$ cat config.mk
export PLATFORM = sky130hd
export DESIGN_NAME = cam_capture_ctrl_flat
export DESIGN_NICKNAME = d
export VERILOG_FILES = /design/src/rtl/cam_capture_ctrl_if.sv /design/src/rtl/cam_capture_ctrl.sv /design/src/flat_wrapper.sv
export SDC_FILE = /design/constraint.sdc
export NUM_CORES = 1
export LEC_CHECK = 0
export CAP_MARGIN = 40
export CORE_MARGIN = 2
export CORE_UTILIZATION = 58
export DETAILED_ROUTE_END_ITERATION = 10
export GPL_ROUTABILITY_DRIVEN = 0
export PLACE_DENSITY = 0.82
export SLEW_MARGIN = 10
export SYNTH_ARGS = -nofsm -noshare
export SYNTH_HDL_FRONTEND = slang
export SYNTH_SLANG_ARGS = --single-unit
$ cat constraint.sdc
create_clock -name PCLK -period 4.4 [get_ports PCLK]
set_input_delay 0.44 -clock PCLK [delete_from_list [all_inputs] [get_ports PCLK]]
set_output_delay 0.44 -clock PCLK [all_outputs]
set_load 0.03 [all_outputs]
$ cat src/rtl/cam_capture_ctrl_if.sv
// Bundle of camera framing inputs, control pulses and frame-buffer write outputs
// for the capture sequencer; slave is the sequencer side.
interface cam_capture_ctrl_if #(
    parameter int ADDR_W = 15,
    parameter int CNT_W  = 8
);
    logic              VSYNC;
    logic              HREF;
    logic              CAPTURE_REQ;
    logic              CONTINUOUS;
    logic              ABORT;
    logic              CLR_ERR;
    logic              BYTE_PHASE;
    logic              PIX_WE;
    logic [ADDR_W-1:0] WR_ADDR;
    logic [CNT_W-1:0]  WR_X;
    logic [CNT_W-1:0]  WR_Y;
    logic              BUSY;
    logic              FRAME_DONE;
    logic [7:0]        FRAME_CNT;
    logic              LINE_ERR;
    logic              FRAME_ERR;

    modport master (
        output VSYNC, HREF, CAPTURE_REQ, CONTINUOUS, ABORT, CLR_ERR,
        input  BYTE_PHASE, PIX_WE, WR_ADDR, WR_X, WR_Y, BUSY,
               FRAME_DONE, FRAME_CNT, LINE_ERR, FRAME_ERR
    );

    modport slave (
        input  VSYNC, HREF, CAPTURE_REQ, CONTINUOUS, ABORT, CLR_ERR,
        output BYTE_PHASE, PIX_WE, WR_ADDR, WR_X, WR_Y, BUSY,
               FRAME_DONE, FRAME_CNT, LINE_ERR, FRAME_ERR
    );
endinterface

$ cat src/rtl/cam_capture_ctrl.sv
// OV7670 frame-capture sequencer: tracks VSYNC/HREF, pairs bytes into pixels and
// issues frame-buffer writes with incremental addressing plus sticky framing faults.
module cam_capture_ctrl #(
    parameter int WIDTH  = 176,
    parameter int HEIGHT = 144,
    parameter int ADDR_W = 15,
    parameter int CNT_W  = 8
) (
    input  logic             PCLK,
    input  logic             RESET_N,
    cam_capture_ctrl_if.slave bus
);
    typedef enum logic [1:0] {IDLE, WAIT_VS, ACTIVE, DONE} state_t;

    localparam logic [CNT_W-1:0]  WIDTH_C  = CNT_W'(WIDTH);
    localparam logic [CNT_W-1:0]  HEIGHT_C = CNT_W'(HEIGHT);
    localparam logic [CNT_W-1:0]  ONE_C    = CNT_W'(1);
    localparam logic [ADDR_W-1:0] WIDTH_A  = ADDR_W'(WIDTH);

    state_t            state_reg;
    logic              vs_q_reg, href_q_reg;
    logic              byte_phase_reg;
    logic              pix_we_reg;
    logic [ADDR_W-1:0] wr_addr_reg;
    logic [ADDR_W-1:0] line_base_reg;
    logic [CNT_W-1:0]  wr_x_reg, wr_y_reg;
    logic              line_ovf_reg, frame_ovf_reg;
    logic              frame_done_reg;
    logic [7:0]        frame_cnt_reg;
    logic              line_err_reg, frame_err_reg;

    logic vs_fall, vs_rise, href_fall;
    logic in_active;
    logic line_err_set, frame_err_set;

    always_comb begin
        vs_fall   = vs_q_reg & ~bus.VSYNC;
        vs_rise   = ~vs_q_reg & bus.VSYNC;
        href_fall = href_q_reg & ~bus.HREF;
        in_active = (state_reg == ACTIVE) && !bus.ABORT;
        // A VSYNC rise ends the frame first, so a coincident line end is not judged
        line_err_set  = in_active && !vs_rise && href_fall &&
                        ((wr_x_reg != WIDTH_C) || line_ovf_reg || byte_phase_reg);
        frame_err_set = in_active && vs_rise &&
                        ((wr_y_reg != HEIGHT_C) || frame_ovf_reg);
    end

    always_ff @(posedge PCLK or negedge RESET_N) begin
        if (!RESET_N) begin
            state_reg      <= IDLE;
            vs_q_reg       <= 1'b0;
            href_q_reg     <= 1'b0;
            byte_phase_reg <= 1'b0;
            pix_we_reg     <= 1'b0;
            wr_addr_reg    <= '0;
            line_base_reg  <= '0;
            wr_x_reg       <= '0;
            wr_y_reg       <= '0;
            line_ovf_reg   <= 1'b0;
            frame_ovf_reg  <= 1'b0;
            frame_done_reg <= 1'b0;
            frame_cnt_reg  <= '0;
            line_err_reg   <= 1'b0;
            frame_err_reg  <= 1'b0;
        end else begin
            vs_q_reg       <= bus.VSYNC;
            href_q_reg     <= bus.HREF;
            pix_we_reg     <= 1'b0;
            frame_done_reg <= 1'b0;

            if (line_err_set)     line_err_reg <= 1'b1;
            else if (bus.CLR_ERR) line_err_reg <= 1'b0;
            if (frame_err_set)     frame_err_reg <= 1'b1;
            else if (bus.CLR_ERR)  frame_err_reg <= 1'b0;

            if (bus.ABORT) begin
                state_reg <= IDLE;
            end else begin
                case (state_reg)
                    IDLE: begin
                        if (bus.CAPTURE_REQ) state_reg <= WAIT_VS;
                    end
                    WAIT_VS: begin
                        if (vs_fall) begin
                            state_reg      <= ACTIVE;
                            wr_x_reg       <= '0;
                            wr_y_reg       <= '0;
                            line_base_reg  <= '0;
                            wr_addr_reg    <= '0;
                            byte_phase_reg <= 1'b0;
                            line_ovf_reg   <= 1'b0;
                            frame_ovf_reg  <= 1'b0;
                        end
                    end
                    ACTIVE: begin
                        if (vs_rise) begin
                            state_reg      <= DONE;
                            frame_done_reg <= 1'b1;
                            frame_cnt_reg  <= frame_cnt_reg + 8'd1;
                        end else if (bus.HREF) begin
                            byte_phase_reg <= ~byte_phase_reg;
                            if (byte_phase_reg) begin
                                // Second byte: the downsampler presents the packed pixel next cycle
                                if ((wr_x_reg < WIDTH_C) && (wr_y_reg < HEIGHT_C)) begin
                                    pix_we_reg  <= 1'b1;
                                    wr_addr_reg <= line_base_reg + ADDR_W'(wr_x_reg);
                                    wr_x_reg    <= wr_x_reg + ONE_C;
                                end else begin
                                    line_ovf_reg <= 1'b1;
                                end
                            end
                        end else if (href_fall) begin
                            byte_phase_reg <= 1'b0;
                            wr_x_reg       <= '0;
                            line_ovf_reg   <= 1'b0;
                            if (wr_y_reg < HEIGHT_C) begin
                                wr_y_reg      <= wr_y_reg + ONE_C;
                                line_base_reg <= line_base_reg + WIDTH_A;
                            end else begin
                                frame_ovf_reg <= 1'b1;
                            end
                        end
                    end
                    DONE: begin
                        state_reg <= bus.CONTINUOUS ? WAIT_VS : IDLE;
                    end
                    default: state_reg <= IDLE;
                endcase
            end
        end
    end

    assign bus.BYTE_PHASE = byte_phase_reg;
    assign bus.PIX_WE     = pix_we_reg;
    assign bus.WR_ADDR    = wr_addr_reg;
    assign bus.WR_X       = wr_x_reg;
    assign bus.WR_Y       = wr_y_reg;
    assign bus.BUSY       = (state_reg != IDLE);
    assign bus.FRAME_DONE = frame_done_reg;
    assign bus.FRAME_CNT  = frame_cnt_reg;
    assign bus.LINE_ERR   = line_err_reg;
    assign bus.FRAME_ERR  = frame_err_reg;
endmodule

$ cat src/flat_wrapper.sv
// flat-port wrapper written by rule: the top's interface ports become plain ports
module cam_capture_ctrl_flat 
#(
    parameter int WIDTH  = 176,
    parameter int HEIGHT = 144,
    parameter int ADDR_W = 15,
    parameter int CNT_W  = 8
)
  (PCLK, RESET_N, bus_VSYNC, bus_HREF, bus_CAPTURE_REQ, bus_CONTINUOUS, bus_ABORT, bus_CLR_ERR, bus_BYTE_PHASE, bus_PIX_WE, bus_WR_ADDR, bus_WR_X, bus_WR_Y, bus_BUSY, bus_FRAME_DONE, bus_FRAME_CNT, bus_LINE_ERR, bus_FRAME_ERR);
  cam_capture_ctrl_if #(.ADDR_W(ADDR_W), .CNT_W(CNT_W)) bus_i ();
  input  logic PCLK;
  input  logic RESET_N;
  input wire logic [$bits(bus_i.VSYNC)-1:0] bus_VSYNC;
  input wire logic [$bits(bus_i.HREF)-1:0] bus_HREF;
  input wire logic [$bits(bus_i.CAPTURE_REQ)-1:0] bus_CAPTURE_REQ;
  input wire logic [$bits(bus_i.CONTINUOUS)-1:0] bus_CONTINUOUS;
  input wire logic [$bits(bus_i.ABORT)-1:0] bus_ABORT;
  input wire logic [$bits(bus_i.CLR_ERR)-1:0] bus_CLR_ERR;
  output wire logic [$bits(bus_i.BYTE_PHASE)-1:0] bus_BYTE_PHASE;
  output wire logic [$bits(bus_i.PIX_WE)-1:0] bus_PIX_WE;
  output wire logic [$bits(bus_i.WR_ADDR)-1:0] bus_WR_ADDR;
  output wire logic [$bits(bus_i.WR_X)-1:0] bus_WR_X;
  output wire logic [$bits(bus_i.WR_Y)-1:0] bus_WR_Y;
  output wire logic [$bits(bus_i.BUSY)-1:0] bus_BUSY;
  output wire logic [$bits(bus_i.FRAME_DONE)-1:0] bus_FRAME_DONE;
  output wire logic [$bits(bus_i.FRAME_CNT)-1:0] bus_FRAME_CNT;
  output wire logic [$bits(bus_i.LINE_ERR)-1:0] bus_LINE_ERR;
  output wire logic [$bits(bus_i.FRAME_ERR)-1:0] bus_FRAME_ERR;
  assign bus_i.VSYNC = bus_VSYNC;
  assign bus_i.HREF = bus_HREF;
  assign bus_i.CAPTURE_REQ = bus_CAPTURE_REQ;
  assign bus_i.CONTINUOUS = bus_CONTINUOUS;
  assign bus_i.ABORT = bus_ABORT;
  assign bus_i.CLR_ERR = bus_CLR_ERR;
  assign bus_BYTE_PHASE = bus_i.BYTE_PHASE;
  assign bus_PIX_WE = bus_i.PIX_WE;
  assign bus_WR_ADDR = bus_i.WR_ADDR;
  assign bus_WR_X = bus_i.WR_X;
  assign bus_WR_Y = bus_i.WR_Y;
  assign bus_BUSY = bus_i.BUSY;
  assign bus_FRAME_DONE = bus_i.FRAME_DONE;
  assign bus_FRAME_CNT = bus_i.FRAME_CNT;
  assign bus_LINE_ERR = bus_i.LINE_ERR;
  assign bus_FRAME_ERR = bus_i.FRAME_ERR;
  cam_capture_ctrl #(.WIDTH(WIDTH), .HEIGHT(HEIGHT), .ADDR_W(ADDR_W), .CNT_W(CNT_W)) u_core (.PCLK(PCLK), .RESET_N(RESET_N), .bus(bus_i));
endmodule
* Yosys cells after proc, flatten, opt, wreduce, memory -nomap -nowiden
Index checks and enable logic that the tools add are counted.
** Cells by class
- Add/sub/neg operators :: 5
- Multipliers :: 0
- Div/mod/pow operators :: 0
- Order comparisons :: 2
- Equal/unequal tests :: 21
- Shifts and indexed selects :: 0
- Multiplexer cells :: 56
- Bitwise operators :: 8
- Reduce and logical (&&, ||, !) cells :: 25
** Operator list (number)
- $mux W15 :: 9
- $mux W8 :: 10
- $pmux W15 S2 :: 2
- $reduce_and A7 Y1 :: 5
- $pmux W8 S2 :: 2
- $mux W1 :: 25
- $add A8 B1 Y8 const B :: 3
- $lt A8 B8 Y1 const B :: 2
- $ne A8 B8 Y1 const B :: 2
- $add A15 B8 Y15 :: 1
- $add A15 B8 Y15 const B :: 1
- $ne A2 B2 Y1 const B :: 6
- $ne A3 B2 Y1 const B :: 4
- $ne A3 B3 Y1 const B :: 3
- $mux W2 :: 4
- $pmux W2 S4 :: 1
- $reduce_bool A2 Y1 :: 4
- $logic_and A1 B1 Y1 :: 7
- $ne A2 B1 Y1 const B :: 3
- $pmux W1 S2 :: 3
- $reduce_and A3 Y1 :: 2
- $not A1 Y1 :: 5
- $reduce_and A5 Y1 :: 1
- $eq A2 B2 Y1 const B :: 2
- other kinds (5) :: 10
** Word-level totals
- Bits in registers :: 65
- Bits in latches :: 0
- Bits in writable memories :: 0
- ROM bits :: 0
- Input port bits :: 8
- Memories kept :: 0

* Logic depth before layout (Yosys ltp)
Gate-level depths: netlist (run 1).
- Depth after elaboration :: 8
- Mapped depth :: 9

* Worst setup path before layout (run 1)
No wires, ideal clock.
- Kind :: reg-to-reg
- Start point :: register u_core.state_reg[0]
- End point :: register u_core.wr_x_reg[6], in the netlist u_core.bus.WR_X[6]
- Data arrival time :: 1.911 ns
- Data required time :: 4.321 ns
- Slack :: 2.409 ns
- Cell stages (with the launch flop) :: 8
- Path buffers :: 0
- Path through :: dfrtp_1 > inv_1 > ha_1 > inv_1 > o31ai_2 > nand3_1 > a2111oi_4 > mux2i_1
** On the way
- Longest elaborated chain between the ends :: 3
- Elaborated cells between the ends (all ways) :: 10
- Classes of those cells :: eq/ne (7); mux (1); reduce/logical (2)
** RTL lines
- start: declaration :: line cam_capture_ctrl.sv:20 : state_t state_reg;
- start signal: assignment :: line cam_capture_ctrl.sv:125 : state_reg <= bus.CONTINUOUS ? WAIT_VS : IDLE;
- $eq A2 B2 Y1 or $eq A2 B1 Y1 (tied branches) :: line cam_capture_ctrl.sv:79 : case (state_reg)
- $ne A3 B3 Y1 (no line) (tied with other cells)
- $reduce_and A7 Y1 (no line)
- end signal: assignment :: line cam_capture_ctrl.sv:107 : wr_x_reg <= wr_x_reg + ONE_C;
- end: declaration :: line cam_capture_ctrl.sv:26 : logic [CNT_W-1:0] wr_x_reg, wr_y_reg;
Several ways; a longest one is shown, not always the timed one.
A chain may end at the register's enable or synchronous reset.

* Worst setup path after layout (run 1)
- Start point :: register u_core.state_reg[0]
- End point :: register u_core.wr_y_reg[4], in the netlist u_core.bus.WR_Y[4]
** On the way
- Longest elaborated chain between the ends :: 3
- Elaborated cells between the ends (all ways) :: 10
- Classes of those cells :: eq/ne (7); mux (1); reduce/logical (2)
** RTL lines
- $eq A2 B2 Y1 or $eq A2 B1 Y1 (tied branches) :: line cam_capture_ctrl.sv:79
- $ne A2 B2 Y1 (no line) (tied with other cells)
- $reduce_and A7 Y1 (no line)
- end signal: assignment :: line cam_capture_ctrl.sv:117 : wr_y_reg <= wr_y_reg + ONE_C;
- end: declaration :: line cam_capture_ctrl.sv:26
Several ways; a longest one is shown, not always the timed one.

==> impl_metrics.csv, run 1 <==
group,metric,value,unit
placement,post_dp_cell_area,3940,um2
drt,routed_wirelength,7.404,mm
logic_synthesis,synth_enable_flop_cells,0,
cts,number_of_sinks_on_the_clock_net,61,
pwr,power_report.internal_total,0.001313,W
pwr,p_sw_share,36.77,%
setup_path,crit_path_cell_trace,"inv_1 > ha_1 > inv_1 > o31ai_2 > buf_4 > nand3_1 > or4_1 > nand2_1",
floorplanning,die_h,80.33,um
drt,drt_first_pass_iters,4,
timing,skew,7.459,ps
run,cap_viol_max_count,0,
global_routing,number_of_global_route_vias_before_repair,2646,
cts,htree_num_levels,3,
outcome,outcome,"finished clean",
setup_path,worst_ep_required_time,4690,ps
cts,clock_path_buffers,2,
cts,postCtsSetupBuffers,0,
timing,fmax,346.8,MHz
logic_synthesis,ys_seq_area_share,45.17,%
drt,vias_per_cell,5.892,
timing,fin_setup_tns,0,ps
setup_path,critical_path.most_common_cell,"inv_1",
floorplanning,placementRows,27,
global_routing,globalRoute.totalOverflow,0,
global_routing,grt_max_degree,62,
cells_and_area,finish.net_count,410,
logic_synthesis,ys_warns,0,
timing,unrepaired_setup_endpoints_after_global_routing,"false",
setup_path,timing.critical_path.from_type,"flip-flop",
floorplanning,ioPinCount,53,
timing,final-setup-viol-count,0,
logic_synthesis,ys_async_sr_fraction,100.0,%
pwr,power.ir.vdd_worst,365.4,uV
pwr,comb_power_share,34.7,%
cts,cts_tree,"yes",
cts,worst_skew_pair.late_latency,350,ps
global_routing,grt_antenna_before_repair,0,
cts,path_clk_slew,70,ps
setup_path,critical_path.slowest_cell,"or4_1",
setup_path,cp-end-kind,"flip-flop",
pwr,net-switching-power,0.0007637,W
timing,worst_pin_slew,873.0,ps
setup_path,critical_path_class,"reg2reg",
floorplanning,die_area,6453,um2
floorplanning,start_util,60.63,%
logic_synthesis,netlist_instances,333,
placement,io_buffers,52,
floorplanning,die_width,80.33,um
logic_synthesis,dominantRegCellSynth,"dfrtp_1",
timing,max_slew_margin,41.80,%
pwr,power.clock.fraction,27.4,%
setup_path,worstPathMaxFanout,12,
cts,clock_tree.root_cell,"clkbuf_8",
cells_and_area,layout-area-overhead-vs-synth,23.25,%
cells_and_area,final_cell_area,4165,um2
pwr,powerDensity,498.6,nW/um2
placement,dpl.hpwl,5.289,mm
global_routing,groute.usage.overall,25.14,%
setup_path,critPathMaxStageDelay,590,ps
timing,layout_worst_path_cycle_share,65.53,%
drt,drcViolationCount,0,
logic_synthesis,synth_area,3379,um2
timing,timing_max_transition_violations_final,0,
timing,finalWorstPathRequiredPeriod,2883,ps
pwr,design_power_total,0.002077,W
floorplanning,core_area,5574,um2
hold_path,classification_of_the_worst_slack_hold_path,"in2async",
cells_and_area,final_layout_size_suffix_gt1_share,8.184,%
cts,cts-hold-fix-buffers,0,
drt,detailroute.via_count,2728,
logic_synthesis,postSynthNetCount,357,
setup_path,cp.arrival,3170,ps
cts,cts-buffers-inserted,9,
logic_synthesis,post_synthesis_average_cell_area,10.15,um2
logic_synthesis,postSynthRegisterBits,61,
global_routing,grt_first_pass_wirelength,12.17,mm
cts,cts-resized-gates,0,
pwr,power.sequential.fraction,37.9,%
drt,drtIter0Drc,145,
drt,drtAntennaViolNets,0,
logic_synthesis,post_synth_num_cell_types,61,
cells_and_area,num_antenna_cells,0,
pwr,total_leakage_power,1.832,nW
cells_and_area,largest_register_ff_count,15,
drt,avgRoutedWirePerCell,15.99,um
timing,timing.final.hold_violations,0,
[power groups by stage]
| stage | Combinational, W | Clock (W) | Sequential, W |
|---|---|---|---|
| 6_report | 0.000721 | 0.000570 | 0.000787 |
| 5_1_grt | 0.000790 | 0.000612 | 0.000804 |
| 3_3_place_gp | 0.000704 | 0 | 0.000790 |
| 2_1_floorplan | 0.000390 | 0 | 0.000877 |
| 3_5_place_dp | 0.000724 | 0 | 0.000793 |
| 4_1_cts | 0.000729 | 0.000581 | 0.000784 |
[cells by family after synthesis]
| kind of cell | count (synthesis) | synth area share (%) |
|---|---|---|
| AOI/OAI and AO/OA | 74 | 18.07 |
| xor gates and xnor gates | 26 | 6.738 |
| adders and majority gates | 16 | 5.924 |
| buffers and inverters | 30 | 3.888 |
| DFF | 61 | 45.17 |
| muxes | 6 | 1.814 |
| other | 1 | 0.1110 |
| and+or+nand+nor | 119 | 18.29 |
[area by class of cell]
cell class	instances	area, um2
flip-flops and latches	61	1526
inverters	17	63.81
fillers	392	1409
multi-input cells	242	1722
repair buffers	55	538.0
clock buffers	12	155.1
clock inverters	4	70.07
well taps	72	90.09
[cell usage after synthesis, drive strengths merged (8+ instances only)]
cell type | number | share of area, %
nand4 | 9 | 1.7
nand2 | 38 | 4.3
xor2 | 10 | 2.6
inv | 17 | 1.9
ha | 16 | 5.9
nand3 | 15 | 2.2
a21oi | 8 | 1.5
dfrtp | 61 | 45
nand2b | 10 | 1.9
buf | 8 | 1.4
nor2 | 18 | 2.1
xnor2 | 16 | 4.1
a22o | 10 | 2.6
o21ai | 15 | 2.3
[worst max-delay path: cells and delay by family, from the launching register on]
kind / cells / cell delay, ps
AOI/OAI and AO/OA: 1 / 370
DFF: 1 / 410
adders and majority gates: 1 / 450
buffers and inverters: 3 / 590
and+or+nand+nor: 3 / 1000
[placed cells by master, fill, tap and decap left out, drive strengths merged, types with 5 or more instances in the layout]
cell,synthesis,final
xor2,10,10
a211oi,6,6
nor2,18,18
nand2,38,38
a21oi,8,8
inv,17,17
nand4,9,9
xnor2,16,16
ha,16,16
clkdlybuf4s50,0,51
or4,5,5
o21ai,15,15
dfrtp,61,61
a22o,10,10
clkbuf,5,12
o211ai,6,6
mux2i,5,5
nand3,15,15
nand2b,10,10
[per-layer routing]
layer | vias up | routed length, um | track usage [%]
li1 | 1311 | - | -
met1 | 1318 | 3205 | 31.06
met2 | 77 | 3643 | 40.08
met3 | 22 | 341 | 7.978
met4 | 0 | 214 | 11.69
met5 | - | 0 | 0
[final timing paths]
check | from | end | slack [ps] | cells after the start
max | u_core.state_reg[0]$_DFFE_PN0P_ | u_core.bus.WR_Y[4]$_DFFE_PN0P_ | 1520 | 8
min | RESET_N | u_core.bus.WR_ADDR[10]$_DFFE_PN0P_ | 240 | 2
max reg2reg | u_core.state_reg[0]$_DFFE_PN0P_ | u_core.bus.WR_Y[4]$_DFFE_PN0P_ | 1520 | 8
min reg2reg | u_core.bus.FRAME_CNT[7]$_DFFE_PN0P_ | u_core.bus.FRAME_CNT[7]$_DFFE_PN0P_ | 480 | 1
max in group asynchronous | RESET_N | u_core.bus.WR_X[6]$_DFFE_PN0P_ | 3640 | 2
min in group PCLK | u_core.bus.FRAME_CNT[7]$_DFFE_PN0P_ | u_core.bus.FRAME_CNT[7]$_DFFE_PN0P_ | 480 | 1
[metrics by stage]
step                      util [%]  hold WS, ps  setup WS [ps]  std cells
after global placement       70.68        459.3           1681        447
after floorplan                  -        144.4           2409        333
after global routing         74.73        332.3           1297        463
after CTS                    74.73        274.2           1522        463
final                        74.73        241.9           1517        463
after detailed placement     70.68        464.2           1538        447
(Power assumes the default switching activity.)
==> inputs of run 2 (changes only) <==
--- a/config.mk
+++ b/config.mk
@@ -7,10 +7,10 @@
 export LEC_CHECK = 0
 export CAP_MARGIN = 40
 export CORE_MARGIN = 2
-export CORE_UTILIZATION = 58
+export CORE_UTILIZATION = 49
 export DETAILED_ROUTE_END_ITERATION = 10
 export GPL_ROUTABILITY_DRIVEN = 0
-export PLACE_DENSITY = 0.82
+export PLACE_DENSITY = 0.74
 export SLEW_MARGIN = 10
 export SYNTH_ARGS = -nofsm -noshare
 export SYNTH_HDL_FRONTEND = slang
==> constraint.sdc (replaced) <==
create_clock -name PCLK -period 2.54 [get_ports PCLK]
set_input_delay 0.254 -clock PCLK [delete_from_list [all_inputs] [get_ports PCLK]]
set_output_delay 0.254 -clock PCLK [all_outputs]
set_load 0.03 [all_outputs]
==> impl_metrics.csv, run 2 (synthesis gave the netlist of run 1 again) <==
group,metric,value,unit
cts,htree_num_levels,3,
drt,avgRoutedWirePerCell,16.16,um
setup_path,crit_path_cell_trace,"inv_1 > ha_1 > buf_4 > nand2_1 > nor3_1 > o21ai_2 > a2111oi_4 > mux2i_1",
global_routing,grt_antenna_before_repair,0,
global_routing,grt_first_pass_wirelength,13.05,mm
timing,skew,6.649,ps
timing,layout_worst_path_cycle_share,93.05,%
cells_and_area,mostFrequentLayoutCells,"61 x dfrtp_1, 51 x clkdlybuf4s50_1, 37 x nand2_1",
cells_and_area,mostFrequentLayoutCell,"dfrtp_1",
cts,number_of_sinks_on_the_clock_net,61,
setup_path,cp-end-kind,"flip-flop",
setup_path,timing.critical_path.from_type,"flip-flop",
setup_path,reg2reg_setup_slack,180,ps
pwr,powerDensity,821.8,nW/um2
timing,max_slew_margin,56.36,%
floorplanning,ioPinCount,53,
cells_and_area,multi_input_area,1733,um2
setup_path,worst_ep_required_time,2810,ps
run,cap_viol_max_count,0,
cells_and_area,layout-area-overhead-vs-synth,24.47,%
cts,path_clk_slew,70,ps
setup_path,critical_path.slowest_cell,"dfrtp_1",
timing,unrepaired_setup_endpoints_after_global_routing,"false",
setup_path,worstPathMaxFanout,11,
pwr,power.clock.fraction,22.9,%
hold_path,classification_of_the_worst_slack_hold_path,"in2reg",
timing,finalWorstPathRequiredPeriod,2363,ps
floorplanning,placementRows,30,
pwr,p_sw_share,38.62,%
timing,timing_max_transition_violations_final,0,
placement,detailedPlace.worstSlack,173.2,ps
cells_and_area,num_antenna_cells,0,
drt,drtIter0Drc,139,
pwr,comb_power_share,37.6,%
setup_path,cp.arrival,2630,ps
pwr,power.ir.vdd_worst,415.1,uV
timing,fmax,423.1,MHz
cells_and_area,final_layout_size_suffix_gt1_share,9.068,%
drt,routed_wirelength,7.708,mm
cells_and_area,final-seq-area,1526,um2
drt,vias_per_cell,5.795,
floorplanning,die_width,87.05,um
setup_path,critical_path_buf_inv_count,2,
timing,final-setup-viol-count,0,
global_routing,groute.usage.overall,22.35,%
cts,cts_tree,"yes",
floorplanning,core_area,6719,um2
timing,post-route-worst-setup-slack,176.6,ps
cts,worst_skew_pair.late_latency,340,ps
floorplanning,die_area,7577,um2
timing,worst_pin_slew,654.7,ps
timing,worst_slack_on_hold_paths,416.5,ps
placement,io_buffers,52,
floorplanning,start_util,50.30,%
cts,clock_path_buffers,2,
drt,drtAntennaViolNets,0,
setup_path,critical_path_class,"reg2reg",
drt,drt_first_pass_iters,4,
setup_path,crit_family,"simple AND/OR/NAND/NOR gates",
cts,cts-buffers-inserted,9,
placement,dpl.hpwl,5.508,mm
global_routing,grt_max_degree,36,
cells_and_area,largest_register_ff_count,15,
timing,timing.final.hold_violations,0,
cells_and_area,finish.net_count,417,
pwr,net-switching-power,0.001335,W
pwr,power.sequential.fraction,39.5,%
drt,drcViolationCount,0,
cells_and_area,final.fill_count,578,
global_routing,globalRoute.totalOverflow,0,
floorplanning,die_h,87.05,um
outcome,outcome,"finished clean",
cts,clock_tree.root_cell,"clkbuf_8",
timing,fin_setup_tns,0,ps
pwr,power_report.internal_total,0.002122,W
pwr,total_leakage_power,1.850,nW
global_routing,number_of_global_route_vias_before_repair,2688,
setup_path,critPathMaxStageDelay,420,ps
drt,detailroute.via_count,2764,
## run 2: cell types whose count changed in the layout (fill, tap and decap cells not counted), sizes merged
cell,before,now
buf,4,10
bufinv,2,0
clkbuf,12,14
clkinv,2,1
dlygate4sd3,0,1
## run 2: layout make-up
type / instances / share of cell area [%]
Inverter: 17 / 1.517
Timing Repair Buffer: 62 / 14.40
Tap cell: 80 / 2.380
Multi-Input combinational cell: 242 / 41.20
Clock inverter: 1 / 0.1190
Sequential cell: 61 / 36.29
Clock buffer: 14 / 4.105
## run 2: final timing paths
| path | start | end | cells after the start |
|---|---|---|---|
| max in group asynchronous | RESET_N | u_core.bus.FRAME_CNT[5]$_DFFE_PN0P_ | 3 |
| hold / removal | bus_VSYNC | u_core.vs_q_reg$_DFF_PN0_ | 1 |
| min in group asynchronous | RESET_N | u_core.bus.WR_ADDR[9]$_DFFE_PN0P_ | 2 |
| hold reg to reg | u_core.bus.WR_ADDR[1]$_DFFE_PN0P_ | u_core.bus.WR_ADDR[1]$_DFFE_PN0P_ | 2 |
| setup / recovery | u_core.state_reg[0]$_DFFE_PN0P_ | u_core.bus.WR_X[6]$_DFFE_PN0P_ | 8 |
| setup reg to reg | u_core.state_reg[0]$_DFFE_PN0P_ | u_core.bus.WR_X[6]$_DFFE_PN0P_ | 8 |
## run 2: metal layers
| metal | GRT usage, % | wire [um] | vias up |
|---|---|---|---|
| met5 | 0 | 0 | - |
| met4 | 10.65 | 178 | 0 |
| met3 | 4.171 | 235 | 16 |
| met2 | 35.11 | 3808 | 56 |
| met1 | 29.80 | 3485 | 1367 |
| li1 | - | - | 1325 |
## run 2: worst register-to-register path, delay by kind of cell (launching register included)
family,cells,cell delay (ps)
buffers and inverters,2,350
muxes,1,210
and+or+nand+nor,2,580
DFF,1,420
AOI/OAI and AO/OA,2,560
adders and majority gates,1,190
## run 2: metrics by stage
step | util (%) | power, W | cells | instance area (um2)
3_5_place_dp | 59.65 | 0.002661 | 461 | 4008
2_1_floorplan | - | 0.002194 | 333 | 3379
5_1_grt | 62.61 | 0.003681 | 477 | 4207
6_report | 62.61 | 0.003457 | 477 | 4207
4_1_cts | 62.44 | 0.003467 | 477 | 4195
3_3_place_gp | 59.65 | 0.002619 | 461 | 4008
## run 2: repair_timing
| item | CTS | global route |
|---|---|---|
| buffers inserted | 0 | 0 |
| endpoints found under the setup margin | 0 | 1 |
| gates resized for setup | 0 | 1 |
| hold buffers | 1 | 0 |
| hold endpoints to repair | 26 | 0 |
## run 2: power groups by stage
stage	registers, W	logic [W]	clock network, W
2_1_floorplan	0.00152	0.000675	0
3_3_place_gp	0.00137	0.00125	0
3_5_place_dp	0.00138	0.00128	0
4_1_cts	0.00136	0.00129	0.000810
5_1_grt	0.00140	0.00142	0.000862
6_report	0.00137	0.00130	0.000793
